==> src/rtl/pci_pkg.sv <==
// rtl/pci_pkg.sv - shared types for the PCI target bridge
package pci_pkg;

    localparam int DW     = 32;
    localparam int BAR_AW = 12;

    typedef enum logic [1:0] {
        IDLE,
        RD_DRAIN,
        RD_ISSUE
    } tgt_state_t;

    typedef enum logic [1:0] {
        APP_NONE,
        APP_WR,
        APP_RD
    } app_mode_t;

    // Posted-write entry; address field follows the BAR window width
    typedef struct packed {
        logic [BAR_AW-1:2] addr;
        logic [DW-1:0]     data;
        logic [3:0]        be;
    } pw_entry_t;

endpackage

==> src/rtl/pci_sync_fifo.sv <==
// rtl/pci_sync_fifo.sv - single-clock FIFO for posted writes
module pci_sync_fifo #(
    parameter int WIDTH = 8,
    parameter int DEPTH = 4
) (
    input  logic             clk,
    input  logic             rst,
    input  logic             push,
    input  logic             pop,
    input  logic [WIDTH-1:0] din,
    output logic [WIDTH-1:0] dout,
    output logic             full,
    output logic             empty
);

    localparam int PW = (DEPTH > 1) ? $clog2(DEPTH) : 1;

    logic [WIDTH-1:0] r_mem [DEPTH];
    logic [PW-1:0]    r_wptr;
    logic [PW-1:0]    r_rptr;
    logic [PW:0]      r_count;
    logic             w_do_push;
    logic             w_do_pop;

    assign full      = (r_count == (PW+1)'(DEPTH));
    assign empty     = (r_count == '0);
    assign w_do_push = push && !full;
    assign w_do_pop  = pop && !empty;
    assign dout      = r_mem[r_rptr];

    always_ff @(posedge clk or negedge rst) begin
        if (!rst) begin
            r_wptr  <= '0;
            r_rptr  <= '0;
            r_count <= '0;
        end else begin
            if (w_do_push) r_wptr <= r_wptr + 1'b1;
            if (w_do_pop)  r_rptr <= r_rptr + 1'b1;
            if (w_do_push && !w_do_pop)
                r_count <= r_count + 1'b1;
            else if (!w_do_push && w_do_pop)
                r_count <= r_count - 1'b1;
        end
    end

    always_ff @(posedge clk) begin
        if (w_do_push) r_mem[r_wptr] <= din;
    end

endmodule

==> src/rtl/pci_tgt_bridge.sv <==
// rtl/pci_tgt_bridge.sv - posted-write / delayed-read target stage between busif and app block
module pci_tgt_bridge
    import pci_pkg::*;
#(
    parameter int AW            = BAR_AW,
    parameter int FIFO_DEPTH    = 4,
    parameter int RETRY_LIMIT   = 14,
    parameter int DISCARD_LIMIT = 1024
) (
    input  logic          clk,
    input  logic          rst,
    input  logic          tgt_enable,
    input  logic          tgt_iswrite,
    input  logic [AW-1:0] tgt_addr,
    input  logic [DW-1:0] tgt_write_val,
    input  logic [3:0]    tgt_be,
    output logic [DW-1:0] tgt_read_val,
    output logic          tgt_done,
    output logic          tgt_retry,
    output logic          app_req,
    output logic          app_we,
    output logic [AW-1:0] app_addr,
    output logic [DW-1:0] app_wdata,
    output logic [3:0]    app_be,
    input  logic          app_ack,
    input  logic [DW-1:0] app_rdata
);

    localparam int CW  = $clog2(RETRY_LIMIT + 1);
    localparam int DCW = $clog2(DISCARD_LIMIT + 1);

    tgt_state_t    r_state;
    tgt_state_t    w_state_nxt;
    app_mode_t     r_mode;

    logic          r_done;
    logic          r_retry;
    logic [DW-1:0] r_read_val;
    logic          r_dr_vld;
    logic          r_dr_cmp;
    logic [AW-1:2] r_dr_addr;
    logic [3:0]    r_dr_be;
    logic [DW-1:0] r_dr_data;
    logic [CW-1:0] r_cnt;
    logic [DCW-1:0] r_disc;

    pw_entry_t     w_push_entry;
    pw_entry_t     w_head;
    logic          w_full;
    logic          w_empty;
    logic          w_push;
    logic          w_pop;
    logic          w_edge;
    logic          w_dr_match;
    logic          w_rd_ack;
    logic          w_cnt_hit;
    logic          w_discard;
    logic          w_done_nxt;
    logic          w_retry_nxt;
    logic          w_dr_load;
    logic          w_dr_clear;
    logic          w_rv_load;
    logic [DW-1:0] w_rv_nxt;
    logic          w_unused;

    assign w_unused = ^tgt_addr[1:0];

    // A new request is only taken in IDLE and never in the clk that still shows the previous pulse
    assign w_edge     = tgt_enable && !r_done && !r_retry && (r_state == IDLE);
    assign w_dr_match = r_dr_vld && (r_dr_addr == tgt_addr[AW-1:2]) && (r_dr_be == tgt_be);
    assign w_rd_ack   = (r_mode == APP_RD) && app_ack;
    assign w_pop      = (r_mode == APP_WR) && app_ack;
    assign w_cnt_hit  = (r_cnt == CW'(RETRY_LIMIT - 1));
    assign w_discard  = r_dr_cmp && (r_state == IDLE) && (r_disc == DCW'(DISCARD_LIMIT - 1));

    assign w_push_entry.addr = tgt_addr[AW-1:2];
    assign w_push_entry.data = tgt_write_val;
    assign w_push_entry.be   = tgt_be;

    pci_sync_fifo #(
        .WIDTH ($bits(pw_entry_t)),
        .DEPTH (FIFO_DEPTH)
    ) u_pw_fifo (
        .clk   (clk),
        .rst   (rst),
        .push  (w_push),
        .pop   (w_pop),
        .din   (w_push_entry),
        .dout  (w_head),
        .full  (w_full),
        .empty (w_empty)
    );

    always_ff @(posedge clk or negedge rst) begin
        if (!rst) r_state <= IDLE;
        else      r_state <= w_state_nxt;
    end

    always_comb begin
        w_state_nxt = r_state;
        w_done_nxt  = 1'b0;
        w_retry_nxt = 1'b0;
        w_push      = 1'b0;
        w_dr_load   = 1'b0;
        w_dr_clear  = 1'b0;
        w_rv_load   = 1'b0;
        w_rv_nxt    = r_dr_data;
        case (r_state)
            IDLE: begin
                if (w_edge) begin
                    if (tgt_iswrite) begin
                        if (w_full) begin
                            w_retry_nxt = 1'b1;
                        end else begin
                            w_push     = 1'b1;
                            w_done_nxt = 1'b1;
                        end
                    end else if (!r_dr_vld) begin
                        w_dr_load   = 1'b1;
                        w_state_nxt = RD_DRAIN;
                    end else if (!w_dr_match) begin
                        w_retry_nxt = 1'b1;
                    end else if (r_dr_cmp) begin
                        w_done_nxt = 1'b1;
                        w_rv_load  = 1'b1;
                        w_dr_clear = 1'b1;
                    end else begin
                        w_state_nxt = (r_mode == APP_RD) ? RD_ISSUE : RD_DRAIN;
                    end
                end
            end
            RD_DRAIN, RD_ISSUE: begin
                if (w_rd_ack) begin
                    w_done_nxt  = 1'b1;
                    w_rv_load   = 1'b1;
                    w_rv_nxt    = app_rdata;
                    w_dr_clear  = 1'b1;
                    w_state_nxt = IDLE;
                end else if (r_dr_cmp) begin
                    // data landed in the same clk the re-attempt was sampled
                    w_done_nxt  = 1'b1;
                    w_rv_load   = 1'b1;
                    w_dr_clear  = 1'b1;
                    w_state_nxt = IDLE;
                end else if (w_cnt_hit) begin
                    w_retry_nxt = 1'b1;
                    w_state_nxt = IDLE;
                end else begin
                    w_state_nxt = (r_mode == APP_RD) ? RD_ISSUE : RD_DRAIN;
                end
            end
            default: w_state_nxt = IDLE;
        endcase
    end

    always_ff @(posedge clk or negedge rst) begin
        if (!rst) begin
            r_done     <= 1'b0;
            r_retry    <= 1'b0;
            r_read_val <= '0;
            r_cnt      <= '0;
            r_disc     <= '0;
            r_dr_vld   <= 1'b0;
            r_dr_cmp   <= 1'b0;
            r_dr_addr  <= '0;
            r_dr_be    <= '0;
            r_dr_data  <= '0;
        end else begin
            r_done  <= w_done_nxt;
            r_retry <= w_retry_nxt;
            if (w_rv_load) r_read_val <= w_rv_nxt;

            if (r_state == IDLE)            r_cnt <= '0;
            else if (r_cnt != CW'(RETRY_LIMIT)) r_cnt <= r_cnt + 1'b1;

            if (!r_dr_cmp)                        r_disc <= '0;
            else if (r_disc != DCW'(DISCARD_LIMIT)) r_disc <= r_disc + 1'b1;

            if (w_dr_load) begin
                r_dr_vld  <= 1'b1;
                r_dr_cmp  <= 1'b0;
                r_dr_addr <= tgt_addr[AW-1:2];
                r_dr_be   <= tgt_be;
            end else if (w_dr_clear || w_discard) begin
                r_dr_vld <= 1'b0;
                r_dr_cmp <= 1'b0;
            end else if (w_rd_ack) begin
                r_dr_cmp  <= 1'b1;
                r_dr_data <= app_rdata;
            end
        end
    end

    // Drain has the port unless the FIFO is empty, so posted writes keep their order around the read
    always_ff @(posedge clk or negedge rst) begin
        if (!rst) begin
            r_mode <= APP_NONE;
        end else begin
            case (r_mode)
                APP_NONE: begin
                    if (!w_empty)                   r_mode <= APP_WR;
                    else if (r_dr_vld && !r_dr_cmp) r_mode <= APP_RD;
                end
                APP_WR:  if (app_ack) r_mode <= APP_NONE;
                APP_RD:  if (app_ack) r_mode <= APP_NONE;
                default: r_mode <= APP_NONE;
            endcase
        end
    end

    always_comb begin
        app_req   = (r_mode != APP_NONE);
        app_we    = (r_mode == APP_WR);
        app_addr  = '0;
        app_wdata = '0;
        app_be    = '0;
        if (r_mode == APP_WR) begin
            app_addr  = {w_head.addr, 2'b00};
            app_wdata = w_head.data;
            app_be    = w_head.be;
        end else if (r_mode == APP_RD) begin
            app_addr = {r_dr_addr, 2'b00};
            app_be   = r_dr_be;
        end
    end

    assign tgt_done     = r_done;
    assign tgt_retry    = r_retry;
    assign tgt_read_val = r_read_val;

endmodule

==> config.mk <==
export PLATFORM = sky130hd
export DESIGN_NAME = pci_tgt_bridge
export DESIGN_NICKNAME = d
export VERILOG_FILES = /design/src/rtl/pci_pkg.sv /design/src/rtl/pci_sync_fifo.sv /design/src/rtl/pci_tgt_bridge.sv
export SDC_FILE = /design/constraint.sdc
export NUM_CORES = 1
export LEC_CHECK = 0
export CORE_MARGIN = 3
export CORE_UTILIZATION = 45
export DETAILED_ROUTE_END_ITERATION = 10
export DONT_BUFFER_PORTS = 1
export PLACE_DENSITY = 0.65
export REMOVE_ABC_BUFFERS = 1
export SLEW_MARGIN = 10
export SYNTH_ARGS = -nofsm -noshare
export SYNTH_HDL_FRONTEND = slang
export SYNTH_SLANG_ARGS = --single-unit
export TNS_END_PERCENT = 5
==> constraint.sdc <==
create_clock -name clk -period 3.8 [get_ports clk]
set_clock_uncertainty 0.15 [all_clocks]
set_input_delay 0.76 -clock clk [delete_from_list [all_inputs] [get_ports clk]]
set_output_delay 0.76 -clock clk [all_outputs]
set_load 0.1 [all_outputs]
==> key figures, run 1 <==
Logic synthesis
  – Synth warn: 0
  – EDFF count, synth: 184
  – Cell area after synthesis: 0.0123 sq mm
  – Yosys reg bits: about 290
  – Synth area leader: edfxtp_1
  – Avg Inst Size Synth: ~16 sq um
  – Post-synth top area share: 44.8%
  – Ranking of synthesized cells by area: edfxtp_1 (45%), dfrtp_1 (22%), mux4_2 (8.4%)
  – Synth Flop Type: edfxtp_1
  – Async SR Flop Fraction: approximately 37%
  – Register area share after synthesis: 66.8%
  – Distinct cells, synth: 46
  – Post-Syn Instances: 771

Die
  – Placeable Area: about 0.027 sq mm
  – Num ports: 169
  – Die span in y: 171 microns
  – Die area: ~0.03 sq mm
  – Initial core utilization: between 40% and 50%
  – Die Width: 171 microns
  – Row count: 59

Worst setup path
  – CP Max Fanout: 33
  – CP arrival: 2.54 ns
  – R2R depth: 12
  – Max incr delay on CP: 0.65 ns
  – Crit Path Class: flop to primary output
  – Buf+Inv Stages, Crit Path: 2
  – Crit path max-delay family: flip-flops
  – CP required: 2.89 ns
  – Crit-path cells: buf_12 -> mux4_2 -> and2_1 -> buf_4
  – CP endpoint kind: primary output
  – Worst Setup Start Kind: flop
  – CP max stage cell: dfrtp_4
  – R2r endpoint: u_pw_fifo.r_count[2]
  – R2r startpoint: r_state[1]
  – R2R Setup Slk: 0.55 ns

GRT
  – Total GRT Usage: 17.0%
  – Number of global-route vias before repair: roughly 7.2k
  – First-pass GRT wire length: between 30 and 40 mm
  – Initial antenna violation count: 0
  – Largest net degree at the start of global routing: 109
  – Total grt overflow: 0

Worst hold path
  – Min-Delay Path Class: input port to asynchronous set/reset pin

Timing
  – RSZ-0062 raised after global routing: false
  – Fin crit share: about nine tenths
  – Crit path time final: 3.45 ns
  – Fin. max-slew vios: 0
  – Final Hold Vio Count: 6
  – Least-Margin Pin Slew: ~1.1 ns
  – Final number of setup-violating endpoints: 0
  – Max-slew headroom: 28.2%
  – Hold slack: -0.0246 ns
  – F_max: 0.290 GHz

Outcome
  – Failing checks: hold timing
  – Status: complete, but fails checks

Detailed routing
  – Drt drc: 0
  – Drt pass-1 iters: 7
  – Via density: 5.63
  – Initial DRC count: about 470
  – Via count: 6687
  – DRT Wirelength: ~25 mm
  – WL/cell: 21.5 microns
  – Post-route ant nets: 0

Place
  – Placed inst area: 0.0132 sq mm
  – GPL Wtd Cong: 0.790
  – DP HPWL: between 15 and 20 mm
  – IO Port Bufs: 0
  – Placed Instances: between 1k and 1.5k

Finish
  – Nets: 929
  – ANT cells: 0
  – Fin cells: approximately 1.2k
  – Layout cells sized above 1: a little over a quarter
  – Fill count: about 2.1k
  – Area Growth Syn to Fin: 14.9%
  – Final Cell Area: 0.0142 sq mm

CTS
  – # resized after CTS: 0
  – CTS Buf Count: 30
  – Max Root-Sink Buffers: 3
  – Clk_lat worst skew: 0.56 ns
  – Root Buffer: clkbuf_16
  – Clock Sink Count: about 300
  – CTS H-tree depth: 1
  – Clk slew on worst S/H paths: 0.06 ns
  – CTS tree: done

Flow run
  – Max cap viols: 0
[stage by stage]
stage	hold slack (ns)	util (%)	TNS (ns)	setup slack, ns
6_report	-0.0246	53.4	0	0.347
5_1_grt	0.0402	53.4	0	0.216
4_1_cts	0.0102	53.4	0	0.264
3_5_place_dp	0.317	49.6	0	0.532
3_3_place_gp	0.318	49.6	0	0.734
2_1_floorplan	0.314	-	-19.97	-0.852
[worst reg2reg max path: stages (launching register included)]
cell,delay [ns]
dfrtp_1,0.41
inv_1,0.07
ha_1,0.43
nand2_1,0.10
nor4b_1,0.49
a21boi_1,0.23
buf_4,0.17
ha_1,0.19
inv_1,0.07
fa_1,0.43
xor2_1,0.17
nor2_1,0.11
xor2_1,0.15
[layer usage]
| layer | GRT usage [%] | vias to the layer above | part of all wire, % |
|---|---|---|---|
| li1 | - | 3004 | - |
| met1 | 19.8 | 3447 | 38 |
| met2 | 30.1 | 194 | 50 |
| met3 | 6.16 | 42 | 9.6 |
| met4 | 4.34 | 0 | 2.1 |
| met5 | 0 | - | 0 |
[worst max-delay path by stage]
stage                                   start                   end  slack, ns  depth (start not counted)
after floorplan                     r_mode[0]          app_addr[10]      -0.85                          2
after global placement             r_state[0]  u_pw_fifo.r_count[2]       0.73                         12
after detailed placement           r_state[0]  u_pw_fifo.r_count[2]       0.53                         12
after CTS                 u_pw_fifo.r_rptr[0]           app_addr[2]       0.26                          5
after global routing      u_pw_fifo.r_rptr[0]           app_addr[2]       0.22                          5
final                     u_pw_fifo.r_rptr[0]         app_wdata[27]       0.35                          4
[registers in the layout (all words and copies together) (netlist names), 3 cells and up]
signal	flops
r_disc	11
r_cnt	4
u_pw_fifo.r_count	3
r_dr_data	32
u_pw_fifo.r_mem	184
tgt_read_val	32
r_dr_be	4
r_dr_addr	10
[layout by cell type, fill, tap and decap left out, types with 7 or more instances in the layout]
| master | n |
|---|---|
| edfxtp_1 | 184 |
| clkinv_2 | 7 |
| and2_1 | 40 |
| inv_1 | 17 |
| o21ai_0 | 72 |
| dfrtp_1 | 106 |
| mux2_4 | 30 |
| xnor2_1 | 28 |
| buf_4 | 60 |
| ha_1 | 14 |
| clkbuf_16 | 30 |
| nand3_1 | 12 |
| clkbuf_1 | 9 |
| a21oi_1 | 10 |
| mux2i_1 | 32 |
| nor2_1 | 13 |
| mux4_2 | 46 |
| mux2_2 | 17 |
| o21ai_2 | 14 |
| nand4_1 | 7 |
| nand2_1 | 37 |
[timing repair]
action                    in CTS  in global routing
hold endpoints to repair     108                  0
hold buffers                   1                  0
buffers inserted               0                  0
[final cells by class]
cell class,count,area (sq um),area share (%)
clock buffers,45,867,6.12
well taps,335,419,2.96
inverters,17,63.8,0.451
flip-flops and latches,292,8230,58.1
clock inverters,11,115,0.813
multi-input cells,421,3890,27.4
repair buffers,66,578,4.08
[synthesized netlist by cell type, drive strengths merged, types with 15 or more instances]
cell type	number
edfxtp	184
dfrtp	108
o21ai	86
mux2	47
mux4	46
and2	44
nand2	38
mux2i	32
clkbuf	29
xnor2	28
inv	17
ha	15
[cell families after synthesis]
| family | after synthesis | synth area share, % |
|---|---|---|
| AO/OA/AOI/OAI | 107 | 4.61 |
| XOR/XNOR | 30 | 2.13 |
| AND/OR/NAND/NOR | 141 | 6.21 |
| flip-flops | 292 | 66.8 |
| buffers and inverters | 59 | 2.34 |
| adder cells (fa/ha/maj) | 16 | 1.69 |
| multiplexers | 125 | 16.2 |
| other | 1 | 0.0304 |
Power of run 1 is not shown: default switching activity piles up to over one toggle a cycle in this logic, so the estimate is an artifact.
==> run 2: changes to the inputs <==
==> constraint.sdc (replaced) <==
create_clock -name clk -period 3.5 [get_ports clk]
set_clock_uncertainty 0.15 [all_clocks]
set_input_delay 0.7 -clock clk [delete_from_list [all_inputs] [get_ports clk]]
set_output_delay 0.7 -clock clk [all_outputs]
set_load 0.1 [all_outputs]
==> key figures, run 2 (same netlist as run 1, synthesis figures left out) <==
Timing
  – Fin crit share: between 90% and 100%
  – Fin. max-slew vios: 0
  – Final Worst Setup Slack: 0.284 ns
  – Max-slew headroom: 36.0%
  – Least-Margin Pin Slew: 0.961 ns
  – Setup_tns: 0 ns
  – F_max: 0.311 GHz
  – Final number of setup-violating endpoints: 0
  – RSZ-0062 raised after global routing: false
  – Crit path time final: 3.22 ns
  – Final Hold Vio Count: 0

Worst hold path
  – HP Start: tgt_write_val[29]
  – Min-Delay Path Class: input port to flop
  – Hold path depth: 0
  – Hold Path End: u_pw_fifo.r_mem[1][33]

GRT
  – Largest net degree at the start of global routing: 109
  – Total grt overflow: 0
  – Number of global-route vias before repair: between 7k and 8k
  – Total GRT Usage: between 15 and 20%
  – First-pass GRT wire length: 39.5 mm
  – Initial antenna violation count: 0

Detailed routing
  – DRT Wirelength: 25.3 mm
  – Via density: between 5 and 6
  – Drt drc: 0
  – WL/cell: approximately 21 microns
  – Post-route ant nets: 0
  – Drt pass-1 iters: 5
  – Initial DRC count: between 400 and 500
  – Via count: 6629

Die
  – Die area: approximately 0.03 sq mm
  – Placeable Area: 0.0265 sq mm
  – Row count: 59
  – Num ports: between 150 and 200
  – Die span in y: 171 microns
  – Initial core utilization: 46.5%
  – Die Width: 171 microns

CTS
  – CTS tree: done
  – CTS Buf Count: 30
  – Root Buffer: clkbuf_16
  – # resized after CTS: 0
  – Clk_lat worst skew: 0.54 ns
  – Clock Sink Count: 292
  – Max Root-Sink Buffers: 3
  – CTS H-tree depth: 1
  – Clk slew on worst S/H paths: 0.06 ns

Finish
  – Layout Utilization: 53.4%
  – Commonest cells after routing, fill and taps aside: edfxtp_1 (184), dfrtp_1 (106), o21ai_0 (72)
  – Nets: slightly above 900
  – Commonest non-fill, non-tap cell in the layout: edfxtp_1
  – Layout cells sized above 1: 26.9%
  – Max FFs per register: approximately 180
  – ANT cells: 0
  – Most flops, register: u_pw_fifo.r_mem
  – Area Growth Syn to Fin: 14.9%

Place
  – IO Port Bufs: 0
  – DP HPWL: between 15 and 20 mm
  – GPL Wtd Cong: 0.751
  – Setup Slack @ Placement: around 0.47 ns

Worst setup path
  – Buf+Inv Stages, Crit Path: 2
  – CP Max Fanout: 22
  – R2r endpoint: u_pw_fifo.r_count[2]
  – CP endpoint kind: primary output
  – CP arrival: 2.37 ns
  – CP required: around 2.7 ns
  – Crit path max-delay family: flip-flops
  – R2R depth: 11
  – Worst Setup Start Kind: flop
  – Crit Path Class: flop to primary output
  – CP max stage cell: dfrtp_4
  – Crit-path cells: buf_12 -> mux4_2 -> and2_1 -> buf_4
  – Max incr delay on CP: 0.60 ns
  – R2r startpoint: r_state[0]
  – R2R Setup Slk: around 0.73 ns

Outcome
  – Status: finished clean

Flow run
  – Max cap viols: 0
run 2: repair_timing:
item,4_1_cts,5_1_grt
hold buffers,2,0
setup buffers,0,1
setup endpoints to repair,0,2
endpoints found under the hold margin,108,0
run 2: metrics by stage:
stage / instances / cell area, sq um / hold WS (ns)
2_1_floorplan: 730 / 12100 / 0.254
3_3_place_gp: 1132 / 13200 / 0.258
3_5_place_dp: 1132 / 13200 / 0.257
4_1_cts: 1188 / 14100 / 0.0669
5_1_grt: 1189 / 14200 / 0.0707
6_report: 1189 / 14200 / 0.100
run 2: layout make-up:
cell class              instances  area (sq um)
clock buffers                  40           788
clock inverters                14           151
fillers                      2105         12300
inverters                      17          63.8
multi-input cells             421          3890
flip-flops and latches        292          8230
well taps                     335           419
repair buffers                 70           618
run 2: metal layers:
metal / vias up / GRT usage (%) / wire length (microns) / part of all wire (%)
li1: 3004 / - / - / -
met1: 3370 / 20.4 / 9610 / 38
met2: 223 / 29.6 / 12700 / 50
met3: 32 / 6.18 / 2520 / 10
met4: 0 / 3.57 / 411 / 1.6
met5: - / 0 / 0 / 0
run 2: how the worst max path moves through the flow:
| stage | from | to | slack, ns | cells past startpoint |
|---|---|---|---|---|
| 6_report | u_pw_fifo.r_rptr[0] | app_wdata[23] | 0.28 | 4 |
| 5_1_grt | u_pw_fifo.r_rptr[0] | app_addr[6] | 0.15 | 5 |
| 4_1_cts | u_pw_fifo.r_rptr[0] | app_addr[9] | 0.07 | 5 |
| 3_5_place_dp | tgt_be[1] | r_dr_data[15] | 0.47 | 6 |
| 3_3_place_gp | tgt_be[1] | r_dr_data[31] | 0.57 | 6 |
| 2_1_floorplan | r_mode[0] | app_addr[10] | -1.09 | 2 |
run 2: worst register-to-register path: stages (launching register included):
cell and delay, ns:
dfrtp_1 0.40, inv_1 0.06, ha_1 0.17, nand2_1 0.05
nor4b_1 0.39, a21boi_1 0.30, ha_1 0.23, inv_1 0.07
fa_1 0.44, xor2_1 0.17, nor2_1 0.12, xor2_1 0.15
Power of run 2 is left out for the same reason.
==> run 3: changes to the inputs <==
--- a/config.mk
+++ b/config.mk
@@ -5,6 +5,7 @@
 export SDC_FILE = /design/constraint.sdc
 export NUM_CORES = 1
 export LEC_CHECK = 0
+export CAP_MARGIN = 20
 export CORE_MARGIN = 3
 export CORE_UTILIZATION = 45
 export DETAILED_ROUTE_END_ITERATION = 10
==> results of run 3 <==
No change in the layout: final DEF, timing and power equal those of run 2.
Power of run 3 is left out for the same reason.
